[config.mk]
export PLATFORM = sky130hd
export DESIGN_NAME = ballot_collector
export DESIGN_NICKNAME = d
export VERILOG_FILES = /design/src/rtl/ballot_pkg.sv /design/src/rtl/ballot_check.sv /design/src/rtl/ballot_collector.sv
export SDC_FILE = /design/constraint.sdc
export NUM_CORES = 1
export LEC_CHECK = 0
export ABC_AREA = 1
export CORE_MARGIN = 5
export CORE_UTILIZATION = 44
export DETAILED_ROUTE_END_ITERATION = 10
export MAX_ROUTING_LAYER = met4
export PLACE_DENSITY = 0.74
export SKIP_CTS_REPAIR_TIMING = 1
export SYNTH_ARGS = -nofsm -noshare
export SYNTH_HDL_FRONTEND = slang
export SYNTH_HIERARCHICAL = 1
export SYNTH_SLANG_ARGS = --single-unit
export TNS_END_PERCENT = 5
[constraint.sdc]
create_clock -name clk -period 1.62 [get_ports clk]
set_input_delay 0.324 -clock clk [delete_from_list [all_inputs] [get_ports clk]]
set_output_delay 0.324 -clock clk [all_outputs]
set_load 0.05 [all_outputs]
[src/rtl/ballot_pkg.sv]
// Shared encodings for the ballot collector: choice codes, FSM states and reject causes.
package ballot_pkg;

  localparam logic [1:0] CH_A    = 2'b00;
  localparam logic [1:0] CH_B    = 2'b01;
  localparam logic [1:0] CH_C    = 2'b10;
  localparam logic [1:0] CH_ABST = 2'b11;

  typedef enum logic [1:0] {
    ST_IDLE    = 2'd0,
    ST_COLLECT = 2'd1,
    ST_CLOSED  = 2'd2
  } state_e;

  typedef enum logic [1:0] {
    RC_NONE   = 2'd0,
    RC_RANGE  = 2'd1,
    RC_DUP    = 2'd2,
    RC_CHOICE = 2'd3
  } reject_cause_e;

endpackage

[src/rtl/ballot_check.sv]
// Combinational ballot legality check: juror range, duplicate vote, and choice legality.
// Choice 11 is legal only when ABSTAIN_EN is defined.
module ballot_check
  import ballot_pkg::*;
#(
  parameter int unsigned N_JURORS = 4,
  parameter int unsigned JW       = 2
) (
  input  logic [JW-1:0]       juror_id,
  input  logic [1:0]          choice,
  input  logic [N_JURORS-1:0] mask,
  output logic                accept,
  output reject_cause_e       reject_cause
);

  logic already;

  always_comb begin
    // Loop lookup avoids indexing the mask with an out-of-range juror_id.
    already = 1'b0;
    for (int unsigned i = 0; i < N_JURORS; i++) begin
      if (juror_id == JW'(i)) already = mask[i];
    end

    reject_cause = RC_NONE;
    if ({1'b0, juror_id} >= (JW+1)'(N_JURORS)) begin
      reject_cause = RC_RANGE;
    end else if (already) begin
      reject_cause = RC_DUP;
    end
`ifndef ABSTAIN_EN
    else if (choice == CH_ABST) begin
      reject_cause = RC_CHOICE;
    end
`endif
    accept = (reject_cause == RC_NONE);
  end

endmodule

[src/rtl/ballot_collector.sv]
// Jury ballot intake: valid/ready collection, duplicate/illegal rejection, per-option counts
// frozen on close. Optional feature macro: ABSTAIN_EN (accept choice 11, adds count_abstain).
module ballot_collector
  import ballot_pkg::*;
#(
  parameter int unsigned N_JURORS = 4,
  parameter int unsigned CW       = 3,
  parameter int unsigned JW       = 2
) (
  input  logic          clk,
  input  logic          rst,
  input  logic          open_i,
  input  logic          close_i,
  input  logic          vote_valid,
  output logic          vote_ready,
  input  logic [JW-1:0] juror_id,
  input  logic [1:0]    choice,
  output logic [CW-1:0] count_a,
  output logic [CW-1:0] count_b,
  output logic [CW-1:0] count_c,
  output logic [CW-1:0] votes_cast,
`ifdef ABSTAIN_EN
  output logic [CW-1:0] count_abstain,
`endif
  output logic          reject,
  output logic          done,
  output logic          results_valid
);

  state_e              state_q, state_d;
  logic [N_JURORS-1:0] mask_q, mask_d, sel_onehot;
  logic [CW-1:0]       count_a_q, count_a_d;
  logic [CW-1:0]       count_b_q, count_b_d;
  logic [CW-1:0]       count_c_q, count_c_d;
  logic [CW-1:0]       votes_q, votes_d;
`ifdef ABSTAIN_EN
  logic [CW-1:0]       count_abst_q, count_abst_d;
`endif
  logic                reject_q, reject_d;
  logic                done_q, done_d;
  logic                vote_ready_q, vote_ready_d;
  logic                results_valid_q, results_valid_d;

  logic                accept;
  reject_cause_e       reject_cause;

  ballot_check #(
    .N_JURORS (N_JURORS),
    .JW       (JW)
  ) u_check (
    .juror_id     (juror_id),
    .choice       (choice),
    .mask         (mask_q),
    .accept       (accept),
    .reject_cause (reject_cause)
  );

  always_comb begin
    sel_onehot = '0;
    for (int unsigned i = 0; i < N_JURORS; i++) begin
      sel_onehot[i] = (juror_id == JW'(i));
    end
  end

  always_comb begin
    state_d      = state_q;
    mask_d       = mask_q;
    count_a_d    = count_a_q;
    count_b_d    = count_b_q;
    count_c_d    = count_c_q;
    votes_d      = votes_q;
`ifdef ABSTAIN_EN
    count_abst_d = count_abst_q;
`endif
    reject_d     = 1'b0;
    done_d       = 1'b0;

    unique case (state_q)
      ST_IDLE, ST_CLOSED: begin
        if (open_i) begin
          state_d      = ST_COLLECT;
          mask_d       = '0;
          count_a_d    = '0;
          count_b_d    = '0;
          count_c_d    = '0;
          votes_d      = '0;
`ifdef ABSTAIN_EN
          count_abst_d = '0;
`endif
        end
      end
      ST_COLLECT: begin
        if (vote_valid) begin
          if (accept) begin
            mask_d  = mask_q | sel_onehot;
            votes_d = votes_q + CW'(1);
            unique case (choice)
              CH_A:    count_a_d = count_a_q + CW'(1);
              CH_B:    count_b_d = count_b_q + CW'(1);
              CH_C:    count_c_d = count_c_q + CW'(1);
`ifdef ABSTAIN_EN
              CH_ABST: count_abst_d = count_abst_q + CW'(1);
`endif
              default: ;
            endcase
          end
          reject_d = (reject_cause != RC_NONE);
        end
        // Close on the post-ballot tally so a final ballot and close_i coincide cleanly.
        if (close_i || votes_d == CW'(N_JURORS)) begin
          state_d = ST_CLOSED;
          done_d  = 1'b1;
        end
      end
      default: state_d = ST_IDLE;
    endcase

    vote_ready_d    = (state_d == ST_COLLECT);
    results_valid_d = (state_d == ST_CLOSED);
  end

  always_ff @(posedge clk) begin
    if (rst) begin
      state_q         <= ST_IDLE;
      mask_q          <= '0;
      count_a_q       <= '0;
      count_b_q       <= '0;
      count_c_q       <= '0;
      votes_q         <= '0;
`ifdef ABSTAIN_EN
      count_abst_q    <= '0;
`endif
      reject_q        <= 1'b0;
      done_q          <= 1'b0;
      vote_ready_q    <= 1'b0;
      results_valid_q <= 1'b0;
    end else begin
      state_q         <= state_d;
      mask_q          <= mask_d;
      count_a_q       <= count_a_d;
      count_b_q       <= count_b_d;
      count_c_q       <= count_c_d;
      votes_q         <= votes_d;
`ifdef ABSTAIN_EN
      count_abst_q    <= count_abst_d;
`endif
      reject_q        <= reject_d;
      done_q          <= done_d;
      vote_ready_q    <= vote_ready_d;
      results_valid_q <= results_valid_d;
    end
  end

  assign vote_ready    = vote_ready_q;
  assign count_a       = count_a_q;
  assign count_b       = count_b_q;
  assign count_c       = count_c_q;
  assign votes_cast    = votes_q;
`ifdef ABSTAIN_EN
  assign count_abstain = count_abst_q;
`endif
  assign reject        = reject_q;
  assign done          = done_q;
  assign results_valid = results_valid_q;

endmodule

==> summary.txt, run 1 <==
Outcome
  • Outcome: completed

Timing
  • Slew Limit Fails: 0
  • Clock skew: 0.00868 ns
  • RSZ-0062 raised after global routing: true
  • Setup TNS: 0 ns
  • Worst-margin pin slew: 0.349 ns
  • Final Hold Violating Endpoints: 0
  • Final setup viols: 0
  • Worst slew margin: 76.7%
  • F_max: 634 MHz
  • Fin crit share: 97.4%
  • Fin crit period: 1.58 ns

Pwr
  • Clock Power Share: 25.7%
  • Sequential power share: 48.2%
  • Total power: 1200 µW
  • P_leak: 0.000753 µW
  • Switching share of power: 30.4%
  • Worst IR drop on VDD: 0.601 mV
  • Combinational fraction of design power: 26.1%
  • Internal power: 834 µW
  • Cell Pwr Density: 739 nW/µm²
  • Switch Pwr: 364 µW

Flow run
  • Max_cap viols: 0

Synth
  • Prevailing post-synth register cell: dfxtp_1
  • Mean Syn Cell Area: 7.69 µm²
  • Synth top area share: 40.6%
  • Post-synth ARST share: 0%
  • Area leader, netlist: dfxtp_1
  • Synthesized area: 1080 µm²
  • EDFF count, synth: 0
  • Largest cells by area after synthesis: dfxtp_1 41%, nand2_1 9.7%, a21oi_1 6.5%
  • Syn_nets: 154
  • Yosys synthesis warning count: 6
  • Post-synth cell types: 27
  • Mapped Cells: 141
  • Seq cells post-synth: 22
  • Register area share after synthesis: 40.6%

Detailed routing
  • 1st-iter DRT viols: 23
  • Antenna viol nets, final: 0
  • Residual DRC: 0
  • Via density: 5.21
  • DR vias: 1130
  • WL final: 2.86 mm
  • 1st-pass router iterations: 4
  • Wirelength per Cell: 13.2 µm

Die
  • Top Ports: 25
  • Chip Width: 59.7 µm
  • Core Area: 2410 µm²
  • Starting density of the core: 45.0%
  • Die area: 3560 µm²
  • Rows: 18
  • Chip height: 59.7 µm

Global route
  • Initial antenna violation count: 0
  • Largest net degree at the start of global routing: 15
  • GR Util All Layers: 17.1%
  • Vias in the first global route: 1102
  • Grt total ovfl: 0
  • First-pass GRT wire length: 4.52 mm

Clock network
  • CTS tree: done
  • Clock sink count: 22
  • CTS root buf: clkbuf_4
  • H-tree levels: 1
  • Clock Latency Late Sink: 0.32 ns
  • Num CTS Buffers: 3
  • Worst-path clk slew: 0.12 ns
  • Max clock buf depth: 2

Critical path
  • CP arrival: 1.84 ns
  • Crit. End Element: flop
  • CP required: 1.88 ns
  • CP max FO: 5
  • CP Launch Type: flop
  • Kind of critical path: reg -> reg
  • Reg2reg setup slack: 0.04 ns

Place
  • Final HPWL DP: 2.08 mm
  • Routability cong.: 0.786
  • # port buffers: 24

Layout
  • Filler cell count: 188
  • Antenna Cells: 0
  • Multi-input gate area: 609 µm²
  • Final core occ: 67.3%
  • Share of cells above drive strength 1: 36.9%
  • Register cell area after layout: 445 µm²
  • Area grow syn2layout: 49.5%
  • Post-layout nets: 201

Worst hold path
  • HP Class: in -> reg
## power groups by stage
stage / Combinational (µW) / Sequential, µW / Clock, µW
floorplan: 114 / 626 / 0
global placement: 270 / 587 / 0
detailed placement: 280 / 588 / 0
CTS: 282 / 576 / 309
global route: 335 / 580 / 330
finish: 312 / 577 / 308
## final timing paths
kind,start,to,depth (start not counted)
hold / removal,juror_id[1],mask_q[3],4
hold reg to reg,mask_q[3],mask_q[3],2
setup / recovery,mask_q[2],state_q[1],14
setup reg to reg,mask_q[2],state_q[1],14
## cell type report
type,count,share of cell area (%)
inverters,17,3.94
flip-flops and latches,22,27.5
repair buffers,45,26.5
clock buffers,4,2.24
multi-input cells,99,37.6
well taps,30,2.31
## layer usage
layer  global-route usage [%]  wire length, µm  part of all wire [%]  up-vias
met1                     17.9             1200                    42      535
met3                     4.10              129                   4.5        8
met2                     29.8             1480                    52       28
li1                         -                -                     -      559
met5                        -                0                     0        -
met4                     8.54               54                   1.9        0
## logic make-up after synthesis
family	after synthesis	share of synthesized area (%)
simple gates	67	30.8
buf+inv	20	7.73
fa+ha+maj	4	4.61
compound gates	25	13.8
xor+xnor	3	2.42
flops	22	40.6
## synth_stat cells (2+ instances only)
cell type,count
a21oi_1,14
o21ai_0,3
nand2_1,28
xor2_1,2
a31oi_1,4
nand3_2,2
o31ai_1,2
nor2_1,13
inv_1,15
nand3_1,9
ha_1,4
dfxtp_1,22
nand4_1,5
inv_2,2
nand2_2,2
nand2_4,3
## worst max-delay path, stage by stage (launching register included)
cell and delay (ns):
dfxtp_2 0.35, inv_2 0.04, nand2_1 0.06, nand3_2 0.10
nand2_2 0.08, nor2_4 0.15, buf_6 0.14, nand2_4 0.05
nand2_2 0.06, nand2_2 0.05, nor2_1 0.09, nand2_1 0.06
nand2_1 0.08, nand2_2 0.07, a21oi_2 0.14
## stage by stage
stage                     cells  instance area [µm²]  worst slack (ns)  hold WS, ns
final                       217                 1620            0.0416        0.477
after detailed placement    209                 1490            -0.523        0.464
after global routing        217                 1620           -0.0252        0.516
after global placement      209                 1490            -0.424        0.448
after CTS                   213                 1530            -0.193        0.493
after floorplan             141                 1080            0.0400        0.393
## placed cells by master, fill, tap and decap left out, drive strengths merged
| cell | instances |
|---|---|
| ha | 4 |
| inv | 17 |
| xnor2 | 1 |
| nor2 | 13 |
| dfxtp | 22 |
| a21oi | 14 |
| o21ai | 5 |
| or2 | 2 |
| buf | 37 |
| or2b | 1 |
| nand3 | 11 |
| clkdlybuf4s50 | 6 |
| o31ai | 2 |
| clkbuf | 4 |
| nor3 | 1 |
| nand4 | 6 |
| dlymetal6s2s | 2 |
| a31oi | 4 |
| nand2 | 33 |
| xor2 | 2 |
## flip-flops by register name, indices dropped and copies added (netlist names)
signal,cells
count_a,3
count_b,3
count_c,3
done,1
mask_q,4
reject,1
results_valid,1
state_q,2
vote_ready,1
votes_cast,3
Power figures use the tool's default switching activity.
==> run 2, diff against run 1 <==
--- a/config.mk
+++ b/config.mk
@@ -8,7 +8,9 @@
 export ABC_AREA = 1
 export CORE_MARGIN = 5
 export CORE_UTILIZATION = 44
+export CTS_BUF_LIST = sky130_fd_sc_hd__clkbuf_16
 export DETAILED_ROUTE_END_ITERATION = 10
+export GPL_TIMING_DRIVEN = 0
 export MAX_ROUTING_LAYER = met4
 export PLACE_DENSITY = 0.74
 export SKIP_CTS_REPAIR_TIMING = 1
==> run 2 against run 1 <==
Effect of this change:
- the flow now finishes with violations (negative setup slack)
- global-route usage shrank 1.2 points
- worst setup slack worse by 0.042 ns
- maximum frequency is 2.6% lower
- flip-flop and latch count stayed put
- die area stayed put
- worst hold slack worse by 0.015 ns
- count of clock-buffer cells in the layout decreased by 1
- sequential power decreased by 0.9%
- utilization fell by 5.0 points
- clock power grew 61%
- final cell count decreased by 8.8%
- largest power group unchanged
==> summary.txt, run 2 (synthesis results as in run 1) <==
Outcome
  • Outcome: finished with violations
  • Failing checks: negative setup slack

Detailed routing
  • Residual DRC: 0
  • DR vias: 1020
  • WL final: 2.60 mm
  • Antenna viol nets, final: 0
  • 1st-iter DRT viols: 35
  • Via density: 5.15
  • Wirelength per Cell: 13.1 µm
  • 1st-pass router iterations: 4

Clock network
  • Clock sink count: 22
  • Worst-path clk slew: 0.05 ns
  • Num CTS Buffers: 3
  • CTS root buf: clkbuf_16
  • H-tree levels: 1
  • CTS tree: done
  • Max clock buf depth: 2
  • Clock Latency Late Sink: 0.25 ns

Timing
  • Final setup viols: 1
  • Worst-margin pin slew: 0.515 ns
  • Fin crit period: 1.62 ns
  • Worst slew margin: 65.6%
  • Setup TNS: -0.000471 ns
  • Final Hold Violating Endpoints: 0
  • Setup WS post-layout: -0.000471 ns
  • RSZ-0062 raised after global routing: true
  • F_max: 617 MHz
  • Clock skew: 0.00109 ns
  • Fin crit share: 100%
  • Slew Limit Fails: 0

Layout
  • Share of cells above drive strength 1: 12.5%
  • Finished Layout Cells: 198
  • Max FFs per register: 4
  • Finished Cell Area: 1500 µm²
  • Final core occ: 62.3%
  • Largest Register: mask_q
  • Area grow syn2layout: 38.3%
  • Commonest non-fill, non-tap cell in the layout: nand2_1
  • Antenna Cells: 0
  • Commonest non-fill, non-tap cells in the layout: 27 x nand2_1, 22 x dfxtp_1, 20 x dlymetal6s2s_1
  • Post-layout nets: 183

Place
  • Placed insts: 195
  • Final HPWL DP: 1.91 mm
  • # port buffers: 24
  • Dpl ws: -0.765 ns
  • Routability cong.: 0.729
  • Post-DP Area: 1360 µm²

Critical path
  • Crit. End Element: flop
  • CP max FO: 10
  • CP arrival: 1.80 ns
  • Kind of critical path: reg -> reg
  • CP required: 1.80 ns
  • CP Launch Type: flop

Die
  • Chip Width: 59.7 µm
  • Rows: 18
  • Core Area: 2410 µm²
  • Top Ports: 25
  • Chip height: 59.7 µm
  • Starting density of the core: 45.0%
  • Die area: 3560 µm²

Worst hold path
  • HP Class: reg -> reg

Global route
  • Largest net degree at the start of global routing: 12
  • Initial antenna violation count: 0
  • First-pass GRT wire length: 4.24 mm
  • Vias in the first global route: 1025
  • GR Util All Layers: 15.9%
  • Grt total ovfl: 0

Pwr
  • Worst IR drop on VDD: 0.761 mV
  • Cell Pwr Density: 875 nW/µm²
  • P_leak: 0.000936 µW

Flow run
  • Max_cap viols: 0
## run 2: cell count changes in the layout (fill, tap and decap cells not counted), moves of 3 or more
cell and change:
buf_12 -5, buf_4 -31, clkbuf_16 +3, clkbuf_4 -3, dfxtp_1 +4, dfxtp_2 -4
dlymetal6s2s_1 +18, nand2_1 +5, nand2_2 -3
## run 2: metrics by stage
| stage | power [µW] | hold WS [ns] |
|---|---|---|
| floorplan | 740 | 0.393 |
| finish | 1310 | 0.462 |
| CTS | 1320 | 0.468 |
| global route | 1370 | 0.499 |
| global placement | 815 | 0.448 |
| detailed placement | 822 | 0.455 |
## run 2: final cells by class
cell class | count | area [µm²]
inverter | 17 | 63.8
tap | 30 | 37.5
fill | 200 | 910
timing repair buffer | 24 | 290
buffer | 3 | 20.0
multi-input combinational | 99 | 573
sequential | 22 | 440
clock buffer | 3 | 75.1
## run 2: worst max-delay path: stages (launching register included)
cell and delay, ns:
dfxtp_1 0.31, inv_1 0.05, nand2_1 0.06, nand3_2 0.10
nand2_2 0.08, nor2_4 0.17, nand4_2 0.14, nand2_2 0.09
buf_6 0.15, nand2_4 0.07, or2_0 0.20, a21oi_1 0.12
## run 2: worst paths after layout
kind / slack [ns] / depth (start not counted) / startpoint / endpoint
worst max register to register: -0.0005 / 11 / mask_q[3] / count_b[0]
worst min-delay path: 0.46 / 2 / mask_q[0] / mask_q[0]
worst max-delay path: -0.0005 / 11 / mask_q[3] / count_b[0]
worst min register to register: 0.46 / 2 / mask_q[0] / mask_q[0]
## run 2: where the power goes
group          leakage [µW]  internal [µW]  switching (µW)
Clock             0.0000370            325             172
Combinational      0.000720           83.4             160
Sequential         0.000179            560            12.1
## run 2: layer usage
| layer | GRT usage [%] | part of all wire [%] |
|---|---|---|
| met1 | 18.4 | 45 |
| met2 | 25.9 | 49 |
| met3 | 3.24 | 4.2 |
| met4 | 7.91 | 1.5 |
| met5 | - | 0 |
==> run 3, diff against run 2 <==
--- a/config.mk
+++ b/config.mk
@@ -7,12 +7,12 @@
 export LEC_CHECK = 0
 export ABC_AREA = 1
 export CORE_MARGIN = 5
-export CORE_UTILIZATION = 44
-export CTS_BUF_LIST = sky130_fd_sc_hd__clkbuf_16
+export CORE_UTILIZATION = 51
+export CTS_BUF_LIST = sky130_fd_sc_hd__clkbuf_8
 export DETAILED_ROUTE_END_ITERATION = 10
 export GPL_TIMING_DRIVEN = 0
 export MAX_ROUTING_LAYER = met4
-export PLACE_DENSITY = 0.74
+export PLACE_DENSITY = 0.81
 export SKIP_CTS_REPAIR_TIMING = 1
 export SYNTH_ARGS = -nofsm -noshare
 export SYNTH_HDL_FRONTEND = slang
==> constraint.sdc (replaced) <==
create_clock -name clk -period 1.55 [get_ports clk]
set_input_delay 0.31 -clock clk [delete_from_list [all_inputs] [get_ports clk]]
set_output_delay 0.31 -clock clk [all_outputs]
set_load 0.05 [all_outputs]
==> run 3 against run 2 <==
Effect of this change:
- critical path depth stayed put
- largest cell class unchanged
- routed wire length down 5.0%
- die area decreased by 12%
- worst setup slack got worse by 0.037 ns
- cell area decreased by 1.7%
- clock power fell by 18%
- the run still ends with negative setup slack left
- combinational power is 2% higher
- count of clock-buffer cells in the layout up 1
- largest power group unchanged
- register-to-register slack got worse by 0.04 ns
==> summary.txt, run 3 (synthesis results as in run 1) <==
Critical path
  • CP required: 1.74 ns
  • Worst R2R Start: mask_q[3]
  • Reg2reg setup slack: -0.04 ns
  • Worst R2R Path Depth: 11
  • Delay of the slowest cell on the worst path: 0.32 ns
  • Crit. Startpoint: mask_q[3]
  • CP max FO: 10
  • Kind of critical path: reg -> reg
  • CP Launch Type: flop
  • Crit-path cells: inv_1, nand2_1, nand3_2, nand2_2, nor2_4, nand4_2, nand2_2, buf_6, nand2_4, or2_0, a21oi_1
  • Worst r2r dst: count_b[0]
  • CP Capture Point: count_b[0]
  • Most frequent CP cell: nand2_2
  • Crit. End Element: flop
  • Slowest CP cell: dfxtp_1
  • CP arrival: 1.78 ns

Place
  • Final HPWL DP: 1.82 mm
  • Placed insts: 192
  • # port buffers: 24
  • Routability cong.: 0.757

Detailed routing
  • WL final: 2.47 mm
  • Antenna viol nets, final: 0
  • DR vias: 1032
  • 1st-iter DRT viols: 15
  • Wirelength per Cell: 12.6 µm
  • Residual DRC: 0
  • 1st-pass router iterations: 4
  • Via density: 5.27

Layout
  • Commonest non-fill, non-tap cells in the layout: 28 x nand2_1, 22 x dfxtp_1, 20 x dlymetal6s2s_1
  • Finished Layout Cells: 196
  • Post-layout nets: 183
  • Largest Register: mask_q
  • Filler cell count: 155
  • Commonest non-fill, non-tap cell in the layout: nand2_1
  • Max FFs per register: 4
  • Antenna Cells: 0
  • Share of cells above drive strength 1: 11.8%
  • Area grow syn2layout: 36.0%

Pwr
  • P_leak: 0.000927 µW
  • Internal power: 897 µW
  • Sequential power share: 47.6%
  • Switch Pwr: 356 µW
  • Combinational fraction of design power: 19.9%
  • Worst IR drop on VDD: 0.627 mV
  • Clock Power Share: 32.5%
  • Cell Pwr Density: 849 nW/µm²
  • Switching share of power: 28.4%

Clock network
  • Worst-path clk slew: 0.08 ns
  • Num CTS Buffers: 3
  • H-tree levels: 1
  • Max clock buf depth: 2
  • Clock Latency Late Sink: 0.26 ns
  • CTS tree: done
  • CTS root buf: clkbuf_8
  • Clock sink count: 22

Timing
  • Setup TNS: -0.0695 ns
  • Fin crit period: 1.59 ns
  • Fin crit share: 102%
  • Worst-margin pin slew: 0.506 ns
  • Final Hold Violating Endpoints: 0
  • RSZ-0062 raised after global routing: true
  • Slew Limit Fails: 0
  • Setup WS post-layout: -0.0373 ns
  • Worst slew margin: 66.2%
  • Clock skew: 0.00103 ns
  • Final setup viols: 2
  • F_max: 630 MHz

Die
  • Starting density of the core: 54.2%
  • Core Area: 2000 µm²
  • Rows: 16
  • Top Ports: 25
  • Die area: 3150 µm²
  • Chip height: 56.1 µm
  • Chip Width: 56.1 µm

Global route
  • GR Util All Layers: 16.4%
  • Largest net degree at the start of global routing: 13
  • Initial antenna violation count: 0
  • Grt total ovfl: 0
  • Vias in the first global route: 970
  • First-pass GRT wire length: 4.10 mm

Outcome
  • Outcome: finished with violations
  • Failing checks: negative setup slack

Flow run
  • Max_cap viols: 0

Worst hold path
  • HP Class: in -> reg
## run 3: power by group through the flow
stage	Sequential, µW	Combinational, µW	Clock [µW]
floorplan	654	120	0
global placement	610	242	0
detailed placement	610	247	0
finish	597	250	407
CTS	597	250	413
global route	600	273	437
## run 3: routing by layer
layer	part of all wire, %	wire (µm)	vias to the layer above	global-route usage, %
li1	-	-	524	-
met1	45	1120	480	18.5
met2	50	1240	26	28.5
met3	4.1	100	2	3.94
met4	0.28	7	0	5.08
met5	0	0	-	-
## run 3: worst min path at each step
stage | start | end | slack [ns] | depth (start not counted)
after floorplan | rst | state_q[0] | 0.38 | 1
after global placement | mask_q[0] | mask_q[0] | 0.45 | 2
after detailed placement | mask_q[0] | mask_q[0] | 0.46 | 2
after CTS | mask_q[0] | mask_q[0] | 0.48 | 2
after global routing | juror_id[1] | mask_q[3] | 0.49 | 3
final | juror_id[0] | mask_q[3] | 0.44 | 3
## run 3: stage by stage
step                utilization (%)  worst slack, ns  total power (µW)  hold slack [ns]  area [µm²]
floorplan                         -          0.00134               774            0.379        1090
CTS                            70.8           -0.426              1260            0.483        1420
finish                         73.7          -0.0373              1250            0.437        1480
global route                   73.7           -0.181              1310            0.495        1480
detailed placement             68.0           -0.694               858            0.464        1360
global placement               68.0           -0.616               852            0.447        1360
## run 3: layout make-up
class                   count  area, µm²  area share (%)
repair buffers             24        290            19.7
well taps                  27       33.8            2.29
plain buffers               3       20.0            1.36
clock buffers               4       55.1            3.73
flip-flops and latches     22        440            29.9
multi-input cells          99        572            38.8
inverters                  17       63.8            4.33
## run 3: worst max-delay path: cells and delay by family, from the launching register on
family,cells,cell delay (ns)
buffers and inverters,2,0.19
AND/OR/NAND/NOR,8,0.87
AO/OA/AOI/OAI,1,0.12
flip-flops,1,0.32
